### config.mk
export PLATFORM = sky130hd
export DESIGN_NAME = ifu_fetch_flat
export DESIGN_NICKNAME = d
export VERILOG_FILES = /design/src/rtl/ifu_pkg.sv /design/src/rtl/ifu_fetch_if.sv /design/src/rtl/ifu_timeout.sv /design/src/rtl/ifu_fetch.sv /design/src/flat_wrapper.sv
export SDC_FILE = /design/constraint.sdc
export NUM_CORES = 1
export LEC_CHECK = 0
export CORE_AREA = 2 2 117 119
export CTS_CLUSTER_SIZE = 8
export DETAILED_ROUTE_END_ITERATION = 8
export DIE_AREA = 0 0 119 121
export PLACE_DENSITY = 0.79
export SLEW_MARGIN = 20
export SYNTH_ARGS = -nofsm -noshare
export SYNTH_HDL_FRONTEND = slang
export SYNTH_SLANG_ARGS = --single-unit
### constraint.sdc
create_clock -name clk -period 5.5 [get_ports clk]
set_input_delay 1.1 -clock clk [delete_from_list [all_inputs] [get_ports clk]]
set_output_delay 1.1 -clock clk [all_outputs]
set_load 0.02 [all_outputs]
### src/rtl/ifu_pkg.sv
// Shared definitions for the instruction fetch unit: FSM encoding, bus response codes, default NOP.
package ifu_pkg;

    typedef enum logic [1:0] {
        S_IDLE = 2'd0,
        S_AR   = 2'd1,
        S_R    = 2'd2,
        S_RESP = 2'd3
    } ifu_state_e;

    // Plain-vector aliases of the state encoding for code that keeps state in logic [1:0].
    localparam logic [1:0] ST_IDLE = S_IDLE;
    localparam logic [1:0] ST_AR   = S_AR;
    localparam logic [1:0] ST_R    = S_R;
    localparam logic [1:0] ST_RESP = S_RESP;

    localparam logic [1:0]  RESP_OKAY       = 2'b00;
    localparam logic [31:0] NOP_CMD_DEFAULT = 32'h0000_0013;  // addi x0,x0,0

endpackage

### src/rtl/ifu_fetch_if.sv
// Instruction-memory read bus: address channel plus data channel, valid/ready handshakes.
interface ifu_fetch_if;

    logic [31:0] araddr;
    logic        arvalid;
    logic        arready;
    logic [31:0] rdata;
    logic [1:0]  rresp;
    logic        rvalid;
    logic        rready;

    modport master (
        output araddr, arvalid, rready,
        input  arready, rdata, rresp, rvalid
    );

    modport slave (
        input  araddr, arvalid, rready,
        output arready, rdata, rresp, rvalid
    );

endinterface

### src/rtl/ifu_timeout.sv
// Stall timer for the bus-wait states: cleared on state entry, counts cycles spent waiting.
module ifu_timeout #(
    parameter int unsigned TIMEOUT = 255
) (
    input  logic clk,
    input  logic rst,
    input  logic clr,
    input  logic en,
    output logic expired
);

    localparam int W = $clog2(TIMEOUT + 1);
    localparam logic [W-1:0] LAST = W'(TIMEOUT - 1);
    localparam logic [W-1:0] CAP  = W'(TIMEOUT);

    logic [W-1:0] cnt_q;
    logic [W-1:0] cnt_d;

    // Next count: clear wins, otherwise count up while enabled and saturate at TIMEOUT.
    always_comb begin
        cnt_d = cnt_q;
        if (clr) begin
            cnt_d = '0;
        end else if (en && (cnt_q != CAP)) begin
            cnt_d = cnt_q + W'(1);
        end
    end

    // Count register.
    always_ff @(posedge clk or posedge rst) begin
        if (rst) begin
            cnt_q <= '0;
        end else begin
            cnt_q <= cnt_d;
        end
    end

    // The current cycle is the TIMEOUT-th one spent waiting.
    assign expired = en && (cnt_q == LAST);

endmodule

### src/rtl/ifu_fetch.sv
// Instruction fetch unit: one-entry last-fetch register in front of a valid/ready memory read bus.
//
// state   | meaning
// --------+-------------------------------------------------------------
// IDLE    | waiting for fetch_req; misaligned/hit answered without bus
// AR      | arvalid driven, waiting for arready (timed)
// R       | rready driven, waiting for rvalid (timed)
// RESP    | cmd_valid pulse for one cycle, then back to IDLE
module ifu_fetch
    import ifu_pkg::*;
#(
    parameter int unsigned TIMEOUT = 255,
    parameter logic [31:0] NOP_CMD = NOP_CMD_DEFAULT
) (
    input  logic        clk,
    input  logic        rst,
    input  logic        fetch_req,
    input  logic [31:0] pc,
    input  logic        flush,
    output logic [31:0] cmd,
    output logic        cmd_valid,
    output logic        fetch_err,
    output logic        busy,
    ifu_fetch_if.master bus
);

    logic [1:0]  state_q,      state_d;
    logic [31:0] cmd_q,        cmd_d;
    logic        cmd_valid_q,  cmd_valid_d;
    logic        fetch_err_q,  fetch_err_d;
    logic        busy_q,       busy_d;
    logic [31:0] araddr_q,     araddr_d;
    logic        arvalid_q,    arvalid_d;
    logic        rready_q,     rready_d;
    logic [31:0] last_pc_q,    last_pc_d;
    logic [31:0] last_cmd_q,   last_cmd_d;
    logic        last_v_q,     last_v_d;
    logic        flush_seen_q, flush_seen_d;

    logic tmo_clr;
    logic tmo_en;
    logic tmo_expired;

    // Timer restarts on every entry into a wait state and runs only while waiting.
    assign tmo_en  = (state_q == ST_AR) || (state_q == ST_R);
    assign tmo_clr = ((state_d == ST_AR) && (state_q != ST_AR)) ||
                     ((state_d == ST_R)  && (state_q != ST_R));

    ifu_timeout #(
        .TIMEOUT (TIMEOUT)
    ) u_timeout (
        .clk     (clk),
        .rst     (rst),
        .clr     (tmo_clr),
        .en      (tmo_en),
        .expired (tmo_expired)
    );

    // Next-state and next-output logic for the whole fetch unit.
    always_comb begin
        state_d      = state_q;
        cmd_d        = cmd_q;
        fetch_err_d  = fetch_err_q;
        araddr_d     = araddr_q;
        arvalid_d    = arvalid_q;
        rready_d     = rready_q;
        last_pc_d    = last_pc_q;
        last_cmd_d   = last_cmd_q;
        last_v_d     = last_v_q;
        flush_seen_d = flush_seen_q | flush;

        case (state_q)
            ST_IDLE: begin
                if (fetch_req) begin
                    if (pc[1:0] != 2'b00) begin
                        state_d     = ST_RESP;
                        cmd_d       = NOP_CMD;
                        fetch_err_d = 1'b1;
                    end else if (last_v_q && (pc == last_pc_q) && !flush) begin
                        state_d     = ST_RESP;
                        cmd_d       = last_cmd_q;
                        fetch_err_d = 1'b0;
                    end else begin
                        // A flush in the request cycle also counts against this miss.
                        state_d      = ST_AR;
                        araddr_d     = pc;
                        arvalid_d    = 1'b1;
                        flush_seen_d = flush;
                    end
                end
            end
            ST_AR: begin
                if (arvalid_q && bus.arready) begin
                    state_d   = ST_R;
                    arvalid_d = 1'b0;
                    rready_d  = 1'b1;
                end else if (tmo_expired) begin
                    state_d     = ST_RESP;
                    arvalid_d   = 1'b0;
                    cmd_d       = NOP_CMD;
                    fetch_err_d = 1'b1;
                end
            end
            ST_R: begin
                if (rready_q && bus.rvalid) begin
                    state_d  = ST_RESP;
                    rready_d = 1'b0;
                    if (bus.rresp == RESP_OKAY) begin
                        cmd_d       = bus.rdata;
                        fetch_err_d = 1'b0;
                        if (!flush_seen_q && !flush) begin
                            last_pc_d  = araddr_q;
                            last_cmd_d = bus.rdata;
                            last_v_d   = 1'b1;
                        end
                    end else begin
                        cmd_d       = NOP_CMD;
                        fetch_err_d = 1'b1;
                    end
                end else if (tmo_expired) begin
                    state_d     = ST_RESP;
                    rready_d    = 1'b0;
                    cmd_d       = NOP_CMD;
                    fetch_err_d = 1'b1;
                end
            end
            ST_RESP: begin
                state_d = ST_IDLE;
            end
            default: begin
                state_d = ST_IDLE;
            end
        endcase

        if (flush) begin
            last_v_d = 1'b0;
        end

        cmd_valid_d = (state_d == ST_RESP);
        busy_d      = (state_d == ST_AR) || (state_d == ST_R);
    end

    // All state and every output is registered here.
    always_ff @(posedge clk or posedge rst) begin
        if (rst) begin
            state_q      <= ST_IDLE;
            cmd_q        <= NOP_CMD;
            cmd_valid_q  <= 1'b0;
            fetch_err_q  <= 1'b0;
            busy_q       <= 1'b0;
            araddr_q     <= '0;
            arvalid_q    <= 1'b0;
            rready_q     <= 1'b0;
            last_pc_q    <= '0;
            last_cmd_q   <= '0;
            last_v_q     <= 1'b0;
            flush_seen_q <= 1'b0;
        end else begin
            state_q      <= state_d;
            cmd_q        <= cmd_d;
            cmd_valid_q  <= cmd_valid_d;
            fetch_err_q  <= fetch_err_d;
            busy_q       <= busy_d;
            araddr_q     <= araddr_d;
            arvalid_q    <= arvalid_d;
            rready_q     <= rready_d;
            last_pc_q    <= last_pc_d;
            last_cmd_q   <= last_cmd_d;
            last_v_q     <= last_v_d;
            flush_seen_q <= flush_seen_d;
        end
    end

    assign cmd         = cmd_q;
    assign cmd_valid   = cmd_valid_q;
    assign fetch_err   = fetch_err_q;
    assign busy        = busy_q;
    assign bus.araddr  = araddr_q;
    assign bus.arvalid = arvalid_q;
    assign bus.rready  = rready_q;

endmodule
### src/flat_wrapper.sv
// flat-port wrapper written by rule: the top's interface ports become plain ports
module ifu_fetch_flat import ifu_pkg::*;
#(
    parameter int unsigned TIMEOUT = 255,
    parameter logic [31:0] NOP_CMD = NOP_CMD_DEFAULT
)
  (clk, rst, fetch_req, pc, flush, cmd, cmd_valid, fetch_err, busy, bus_araddr, bus_arvalid, bus_rready, bus_arready, bus_rdata, bus_rresp, bus_rvalid);
  ifu_fetch_if bus_i ();
  input  logic clk;
  input  logic rst;
  input  logic fetch_req;
  input  logic [31:0] pc;
  input  logic flush;
  output logic [31:0] cmd;
  output logic cmd_valid;
  output logic fetch_err;
  output logic busy;
  output wire logic [$bits(bus_i.araddr)-1:0] bus_araddr;
  output wire logic [$bits(bus_i.arvalid)-1:0] bus_arvalid;
  output wire logic [$bits(bus_i.rready)-1:0] bus_rready;
  input wire logic [$bits(bus_i.arready)-1:0] bus_arready;
  input wire logic [$bits(bus_i.rdata)-1:0] bus_rdata;
  input wire logic [$bits(bus_i.rresp)-1:0] bus_rresp;
  input wire logic [$bits(bus_i.rvalid)-1:0] bus_rvalid;
  assign bus_araddr = bus_i.araddr;
  assign bus_arvalid = bus_i.arvalid;
  assign bus_rready = bus_i.rready;
  assign bus_i.arready = bus_arready;
  assign bus_i.rdata = bus_rdata;
  assign bus_i.rresp = bus_rresp;
  assign bus_i.rvalid = bus_rvalid;
  ifu_fetch #(.TIMEOUT(TIMEOUT), .NOP_CMD(NOP_CMD)) u_core (.clk(clk), .rst(rst), .fetch_req(fetch_req), .pc(pc), .flush(flush), .cmd(cmd), .cmd_valid(cmd_valid), .fetch_err(fetch_err), .busy(busy), .bus(bus_i));
endmodule
Word-level counts from Yosys, hierarchy flattened --
Index checks and enable logic that the tools add are counted.
Cells by class: add/sub/neg operators 1, multipliers 0, div/mod/pow operators 0, $lt $le $gt $ge 0, eq/ne operators 19, shift-type cells 0, multiplexer cells 43, bitwise operators 3, reduce and logical (&&, ||, !) cells 31
Operators by type and width (count):
- $mux W32 | 7
- $pmux W32 S3 | 1
- $eq A32 B32 Y1 | 1
- $mux W1 | 23
- $mux W8 | 2
- $reduce_and A4 Y1 | 4
- $reduce_bool A2 Y1 | 8
- $mux W2 | 6
- $ne A2 B2 Y1 const B | 6
- $logic_and A1 B1 Y1 | 9
- $add A8 B1 Y8 const B | 1
- $eq A2 B2 Y1 const B | 4
- $eq A8 B8 Y1 const B | 1
- $ne A8 B8 Y1 const B | 1
- $pmux W2 S4 | 1
- $ne A3 B2 Y1 const B | 2
- $reduce_and A5 Y1 | 1
- $eq A2 B1 Y1 const B | 2
- $logic_not A2 Y1 | 2
- $pmux W1 S2 | 2
- $logic_or A1 B1 Y1 | 3
- $ne A3 B1 Y1 const B | 1
- $pmux W1 S3 | 1
- $reduce_and A3 Y1 | 1
- 5 further kinds | 7
Word-level totals: register bits 145, bits in latches 0, memory bits (writable) 0, bits in read-only memories 0, bits of input ports 72, output and inout port bits 69, memories 0

Depth between registers and ports, before layout --
Gate-level depths: netlist (run 1).
depth in word-level cells 11, gate-level depth with buffers 15, depth with buffers taken out 15

Modules after synthesis --
From an unflattened synthesis (run 1), not the netlist that was laid out.
Second synthesis, totals: cell total of the unflattened synthesis 502, area, all modules 6670.1 sq um
By module, submodules not included:
- ifu_fetch | times used 1, cells each 452, area each 6227.2 sq um
- ifu_timeout | times used 1, cells each 50, area each 442.9 sq um

Worst setup path before layout (run 1) --
Ideal clock, no wire load.
kind in2reg, from input pc[30], to register u_core.u_timeout.cnt_q[7], arrival 3.619 ns, path slack 1.739 ns, stages on the path 13, buffers on the path 0, cell sequence xor2_1 nor4_1 nand4_1 nor4_1 nor2_1 o22ai_1 ha_1 inv_1 o22ai_1 o2111a_1 nor2b_1 xnor2_1 nor2_1
On the way: word-level cells in the longest chain between the ends 11
Ends and longest elaborated chain:
- start: declaration | line flat_wrapper.sv:12 | input logic [31:0] pc;
- $eq A32 B32 Y1 (*) | line ifu_fetch.sv:79 | end else if (last_v_q && (pc == last_pc_q) && !flush) begin
- $logic_and A1 B1 Y1 (*) (2 in a row) | line ifu_fetch.sv:79
- $mux W2 (*) | line ifu_fetch.sv:79
- $mux W2 (*) | line ifu_fetch.sv:75 | if (pc[1:0] != 2'b00) begin
- $mux W2 (*) | line ifu_fetch.sv:74 | if (fetch_req) begin
- $pmux W2 S4 (*) | line ifu_fetch.sv:72 | case (state_q)
- via u_core.state_d[1] | line ifu_fetch.sv:27 | logic [1:0] state_q, state_d;
- $eq A2 B1 Y1 / $eq A2 B2 Y1 (equally long branches) | line ifu_fetch.sv:46, ifu_fetch.sv:47
- $logic_and A1 B1 Y1, on equally long branches | line ifu_fetch.sv:46, ifu_fetch.sv:47
- $logic_or A1 B1 Y1 (*) | line ifu_fetch.sv:46 | assign tmo_clr = ((state_d == ST_AR) && (state_q != ST_AR)) ||
- $mux W8 / $reduce_bool A2 Y1 (equally long branches)
- end signal: assignment | line ifu_timeout.sv:34 | cnt_q <= cnt_d;
- end: declaration | line ifu_timeout.sv:16 | logic [W-1:0] cnt_q;
The timed path passes the listed nets; every way through them passes the cells marked *. A chain may end at the register's enable or synchronous reset.

Worst setup path after layout (run 1) --
Ends and elaborated chain as after synthesis.

==> metrics.txt, run 1 <==
initial antenna violation count 0; first-pass GRT wire length 25.8 mm; all-layer global routing usage 23.1%; I/O pin total 141; DR vias/cell 5.60; clock skew 7.44 ps; crit path time final 4170 ps; worst r2r dst u_core.u_timeout.cnt_q[7]; Unique masters post-synth 47; DRC violations left 0; Critical path destination u_core.u_timeout.cnt_q[7]; R2R setup slack 1960 ps; R2R Path Start u_core.state_q[1]; Iteration-0 DRC Markers 266; share of power burned in registers 35.7%; share of layout cells above drive strength 1 16.1%; Ant. Diodes 0; pin count of the biggest net entering global routing 113; Design Area, Final approximately 8700 µm²; HPWL after DPL 10.6 mm; RSZ-0062 raised after global routing false; routability cong. 0.798; # resized after CTS 0; Slew @ Worst Pin 987 ps; Avg WL per Cell 18.7 µm; #FFs+latches synth 145; CP startpoint kind input pin; CP max stage delay 490 ps; Final Setup Violations 0; CP Data Arrival Time 4480 ps; combinational share of power ~37%; # hold bufs at CTS 0; sw frac 34.7%; Mapped Avg Cell Area approximately 13 µm²; row cnt 42; Post-synth EDFFs 0; Routed WL between 15 and 20 mm; CTS Root Cell clkbuf_16; Vias about 4.7k; crit path kind in -> reg; antenna viol nets, final 0; WP data required 5800 ps; cell depth of the worst setup path 15; clock power share 27.7%; crit-path leading delay family simple AND/OR/NAND/NOR gates; Critical Path Fanout Max 9; Reg clk slew, reported paths ~50 ps; worst reg-to-reg path cell count 16; Top FF cell, synth dfrtp_1; Setup TNS 0 ps; grt total ovfl 0; Net Sw Power 1.41 mW; Die Y ~120 µm; die boundary width 119 µm; fin nets 728; clk sinks 145; pwr/cell area 467 nW/µm²; Hold/Removal Path Class reg -> reg; Core Box Area approximately 13000 µm²; Syn-to-layout area delta 33.1%; Rel. slew slack 34.2%; sequence of cells on the critical path clkdlybuf4s50_1 -> xor2_1 -> nor4_1 -> nand4_1 -> nor4_1 -> nor2_1 -> o22ai_1 -> ha_1 -> inv_1 -> o22ai_1 -> buf_4 -> o2111a_1 -> nor2b_1 -> xnor2_1 -> nor2_1; crit end category flip-flop; yosys warns 0; clock latency on the worst-skew pair 420 ps; Synth Cell Area ~6500 µm²; CTS Buffer Depth 2; Starting Density 49.9%; worst path bufs/invs 3; Post-CTS Repair Setup Buffers 0; port buffer count 140; final hold violations 0; Cells after Synth just over 500; number of buffers created by CTS 17; Pins Over Slew Limit 0; drt first pass iters 4; Die Area 14400 µm²; number of H-tree levels 4; Post-DP Area 8120 µm²; status finished clean; max-cap violations 0; Tcrit/Tclk final 75.9%; Synth async-reset ratio 100%; worst setup path start pc[30]; CTS tree yes; VDD IR max approximately 270 µV; Pleak between 3 and 4 nW; number of global-route vias before repair roughly 5k; Max Fclk between 0.2 and 0.25 GHz; Syn Nets ~590; Pint approximately 2.7 mW; sequential area share after synthesis 55.7%; CP max stage cell nor4_1
-- placed cells by master (no fill, tap or decap), types with 2 or more instances in the layout --
cell type	Yosys	final
a21o_1	5	5
clkbuf_16	0	17
inv_1	19	18
nor2b_1	5	5
o2bb2ai_1	32	32
and3_1	3	2
nor4_1	7	7
dfstp_2	3	3
nand4_1	6	6
a22oi_1	29	29
nand3_1	4	4
mux2_2	64	64
o211ai_1	2	2
or3_1	2	2
nand2_1	10	10
clkinv_2	0	2
a31oi_1	3	3
a2bb2oi_1	4	4
bufinv_16	0	2
clkbuf_8	0	3
buf_4	1	4
dfrtp_1	142	142
a21oi_1	7	7
o21ai_0	13	13
and2_1	2	2
clkdlybuf4s50_1	0	140
a221oi_1	2	2
o22ai_1	4	4
nor3_1	5	4
a211oi_1	2	2
xnor2_1	8	8
xor2_1	27	27
nor2_1	17	16
ha_1	10	10
mux2_1	30	30
clkbuf_1	20	6
-- how the worst min path moves through the flow --
stage | startpoint | endpoint | slack, ps | cells past startpoint
2_1_floorplan | u_core.flush_seen_q | u_core.flush_seen_q | 440 | 1
3_3_place_gp | u_core.cmd[1] | u_core.cmd[1] | 460 | 2
3_5_place_dp | u_core.cmd[4] | u_core.cmd[4] | 470 | 2
4_1_cts | u_core.cmd[0] | u_core.cmd[0] | 480 | 2
5_1_grt | u_core.cmd[0] | u_core.cmd[0] | 500 | 2
6_report | u_core.cmd[0] | u_core.cmd[0] | 470 | 2
-- synthesized netlist by cell type (3+ instances only) --
library cell | number | area, µm²
dfrtp_1 | 142 | 3550
mux2_2 | 64 | 721
o2bb2ai_1 | 32 | 280
mux2_1 | 30 | 338
a22oi_1 | 29 | 218
xor2_1 | 27 | 236
clkbuf_1 | 20 | 75.1
inv_1 | 19 | 71.3
nor2_1 | 17 | 63.8
o21ai_0 | 13 | 65.1
ha_1 | 10 | 125
nand2_1 | 10 | 37.5
xnor2_1 | 8 | 70.1
a21oi_1 | 7 | 35.0
nor4_1 | 7 | 43.8
nand4_1 | 6 | 37.5
a21o_1 | 5 | 37.5
nor2b_1 | 5 | 31.3
nor3_1 | 5 | 25.0
a2bb2oi_1 | 4 | 35.0
buf_6 | 4 | 45.0
nand3_1 | 4 | 20.0
o22ai_1 | 4 | 25.0
a31oi_1 | 3 | 18.8
and3_1 | 3 | 18.8
dfstp_2 | 3 | 78.8
-- kinds of logic after synthesis --
family	after synthesis	share of synthesized area [%]
flip-flops	145	55.7
AO/OA/AOI/OAI	109	12.5
multiplexers	94	16.2
AND/OR/NAND/NOR	69	5.91
buffers and inverters	45	3.12
XOR/XNOR	35	4.70
adder cells (fa/ha/maj)	10	1.92
-- power by group through the flow --
stage               Sequential [mW]  Clock [mW]  Combinational, mW
global placement               1.45           0               1.43
finish                         1.45        1.12               1.49
detailed placement             1.46           0               1.49
floorplan                      1.62           0              0.668
CTS                            1.45        1.14               1.50
global route                   1.48        1.18               1.60
-- layout make-up --
class                           instances  area, µm²
Tap cell                              176        220
Clock inverter                          5       77.6
Sequential cell                       145       3630
Clock buffer                           26        489
Timing Repair Buffer                  146       1470
Fill cell                             943       4400
Multi-Input combinational cell        317       2720
Inverter                               19       76.3
-- worst reg2reg max path, stage by stage, from the launching register on --
cell and delay, ps:
dfrtp_1 400, inv_1 110, ha_1 510, nand4_1 170, nor2_1 490, nor3_1 120, a21oi_1 170, nor2_1 80
a21oi_1 220, ha_1 200, inv_1 40, o22ai_1 100, buf_4 180, o2111a_1 270, nor2b_1 180, xnor2_1 140
nor2_1 50
-- state kept, by name, indices dropped and copies added (netlist names), 2 cells and up --
name / flops
u_core.bus.araddr: 32
u_core.cmd: 32
u_core.last_cmd_q: 32
u_core.last_pc_q: 32
u_core.u_timeout.cnt_q: 8
u_core.state_q: 2
-- metal layers --
layer	share of wire, %	wire length [µm]	track usage [%]	vias up
met3	5.2	806	6.20	18
met5	0	0	0	-
met2	51	7970	38.6	136
met4	1.3	200	8.04	0
li1	-	-	-	2140
met1	42	6610	29.0	2375
-- metrics by stage --
| stage | worst slack [ps] | power [mW] | hold slack (ps) | utilization, % | instances |
|---|---|---|---|---|---|
| final | 1330 | 4.06 | 473 | 66.4 | 834 |
| after global routing | 1120 | 4.26 | 497 | 66.4 | 834 |
| after CTS | 1320 | 4.09 | 479 | 66.4 | 834 |
| after detailed placement | 879 | 2.95 | 470 | 62.0 | 803 |
| after global placement | 953 | 2.87 | 455 | 61.9 | 802 |
| after floorplan | 510 | 2.29 | 445 | - | 507 |
Power figures use the tool's default switching activity.
==> run 2, diff against run 1 <==
==> constraint.sdc (replaced) <==
create_clock -name clk -period 4.03 [get_ports clk]
set_input_delay 0.806 -clock clk [delete_from_list [all_inputs] [get_ports clk]]
set_output_delay 0.806 -clock clk [all_outputs]
set_load 0.02 [all_outputs]
==> run 2 against run 1 <==
  * Setup slack worse by 950 ps
  * Total power up 42%
  * Utilization up 1.1 points
  * Largest power group unchanged
  * Highest routed layer unchanged
==> metrics.txt, run 2 (synthesis results as in run 1) <==
Routed WL 15.8 mm (+1.3%); Ant. Diodes 0 (unchanged); crit path kind in -> reg; Hold/Removal Path Class reg -> reg; row cnt 42 (unchanged); VDD IR max 341 µV (+28%); CP startpoint kind input pin; Vias 4796 (+2.7%); combinational share of power 36.2% (-0.5 points); Iteration-0 DRC Markers 242 (-9.0%); WP data required 4340 ps (-1460 ps); R2R setup slack 510 ps (-1450 ps); most frequent cells in the layout dfrtp_1, clkdlybuf4s50_1, mux2_2, o2bb2ai_1, mux2_1; most common cell after layout, fill and taps aside dfrtp_1; Avg WL per Cell 18.7 µm (+0.20%); pin count of the biggest net entering global routing 85 (-25%); Reg clk slew, reported paths 60 ps (about the same); die boundary width 119 µm (unchanged); status finished clean; pwr/cell area 654 nW/µm² (+40%); Net Sw Power 1.98 mW (+41%); pre-CTS setup slack -125 ps (-1000 ps); Die Area 14400 µm² (unchanged); clk sinks 145 (unchanged); crit path time final 3650 ps; HPWL after DPL 10.7 mm (+0.90%); final hold violations 0 (unchanged); final core utilization 67.5% (+1.1 points); share of power burned in registers 34.2% (-1.5 points); Critical Path Fanout Max 3 (-6); share of layout cells above drive strength 1 18.0% (+1.9 points); Pins Over Slew Limit 0 (unchanged); CP max stage delay 450 ps (-40 ps); crit-path leading delay family simple AND/OR/NAND/NOR gates; fill count 908 (-3.7%); RSZ-0062 raised after global routing false; worst path bufs/invs 4 (+1); fin nets 736 (+1.1%); fin worst setup slack 376 ps (-949 ps); I/O pin total 141 (unchanged); DR vias/cell 5.69 (+1.6%); Tcrit/Tclk final around 90%; initial antenna violation count 0 (unchanged); CTS Root Cell clkbuf_16; clock skew 7.91 ps (+0.476 ps); number of H-tree levels 4 (unchanged); Slew @ Worst Pin 928 ps (-58.8 ps); sequence of cells on the critical path clkdlybuf4s50_1 -> xor2_1 -> nor4_2 -> buf_4 -> nand4_1 -> nor4_1 -> buf_4 -> nor2_1 -> o22ai_1 -> ha_1 -> inv_1 -> o22ai_1 -> o2111a_1 -> nor2b_1 -> xnor2_1 -> nor2_1; max-cap violations 0 (unchanged); Syn-to-layout area delta 35.2%; Die Y 121 µm (unchanged); Rel. slew slack 38.1% (+3.9 points); number of global-route vias before repair 5153 (+2.8%); first-pass GRT wire length 25.9 mm (+0.14%); routability cong. 0.873 (+9.5%); DRC violations left 0 (unchanged); port buffer count 140 (unchanged); Final Setup Violations 0 (unchanged); CTS Buffer Depth 2 (unchanged); Pleak 4.01 nW (+1.9%); all-layer global routing usage 22.8% (-0.30 points); antenna viol nets, final 0 (unchanged); grt total ovfl 0 (unchanged); Starting Density 49.9% (unchanged); clock latency on the worst-skew pair 420 ps (about the same); Core Box Area 13100 µm² (unchanged); clock power share 29.6% (+1.9 points); CP max stage cell clkdlybuf4s50_1; Post-CTS Repair Setup Buffers 0 (unchanged); CTS tree yes; number of buffers created by CTS 17 (unchanged); crit end category flip-flop; sw frac 34.3% (-0.32 points); Pint 3.79 mW (+43%); CP Data Arrival Time 3960 ps (-520 ps); drt first pass iters 5 (+1); Max Fclk around 0.27 GHz
-- run 2: worst reg2reg max path, stage by stage (launching register included) --
cell and delay, ps:
dfrtp_1 410, inv_1 120, ha_1 550, nand4_1 190, nor2_1 500, nor3_1 90
a21oi_1 150, nor2_1 70, a21oi_1 280, ha_1 210, inv_1 40, o22ai_1 150
o2111a_1 280, nor2b_1 190, xnor2_1 140, nor2_1 50
-- run 2: routing by layer --
metal	global-route usage (%)	routed length [µm]	up-vias
met1	27.8	6390	2427
met3	5.69	915	32
met4	9.38	365	0
met2	38.7	8110	182
li1	-	-	2155
met5	0	0	-
-- run 2: final timing paths --
kind                            cells after the start                        end              start
worst max-delay path                               16  u_core.u_timeout.cnt_q[7]             pc[30]
worst min-delay path                                2              u_core.cmd[4]      u_core.cmd[4]
worst max register to register                     15  u_core.u_timeout.cnt_q[7]  u_core.state_q[1]
worst min register to register                      2              u_core.cmd[4]      u_core.cmd[4]
max in group asynchronous                           3              u_core.cmd[0]                rst
min in group asynchronous                           2      u_core.last_cmd_q[12]                rst
-- run 2: per-stage QoR --
stage          cells  power, mW  instance area (µm²)  hold slack (ps)  setup TNS, ps
2_1_floorplan    507       3.13                 6530              445              0
3_3_place_gp     809       3.94                 8150              462          -7.09
3_5_place_dp     811       4.07                 8180              468           -194
4_1_cts          843       5.80                 8820              477              0
5_1_grt          843       6.05                 8830              491              0
6_report         843       5.77                 8830              475              0
-- run 2: timing repair --
item                                    4_1_cts  5_1_grt
hold buffers                                  0        0
gates resized for setup                       0        1
endpoints found under the setup margin        0        1
-- run 2: power groups by stage --
stage          clock [mW]  combinational (mW)  sequential, mW
3_5_place_dp            0                2.08            1.99
5_1_grt              1.80                2.24            2.01
2_1_floorplan           0               0.912            2.22
4_1_cts              1.73                2.09            1.97
3_3_place_gp            0                1.97            1.97
6_report             1.71                2.09            1.97
-- run 2: cell type report --
cell class / count / area, µm² / share of cell area, %
inverter: 19 / 75.1 / 0.851
clock inverter: 14 / 213 / 2.41
clock buffer: 18 / 429 / 4.86
tap: 176 / 220 / 2.50
sequential: 145 / 3630 / 41.2
timing repair buffer: 154 / 1530 / 17.3
multi-input combinational: 317 / 2730 / 30.9
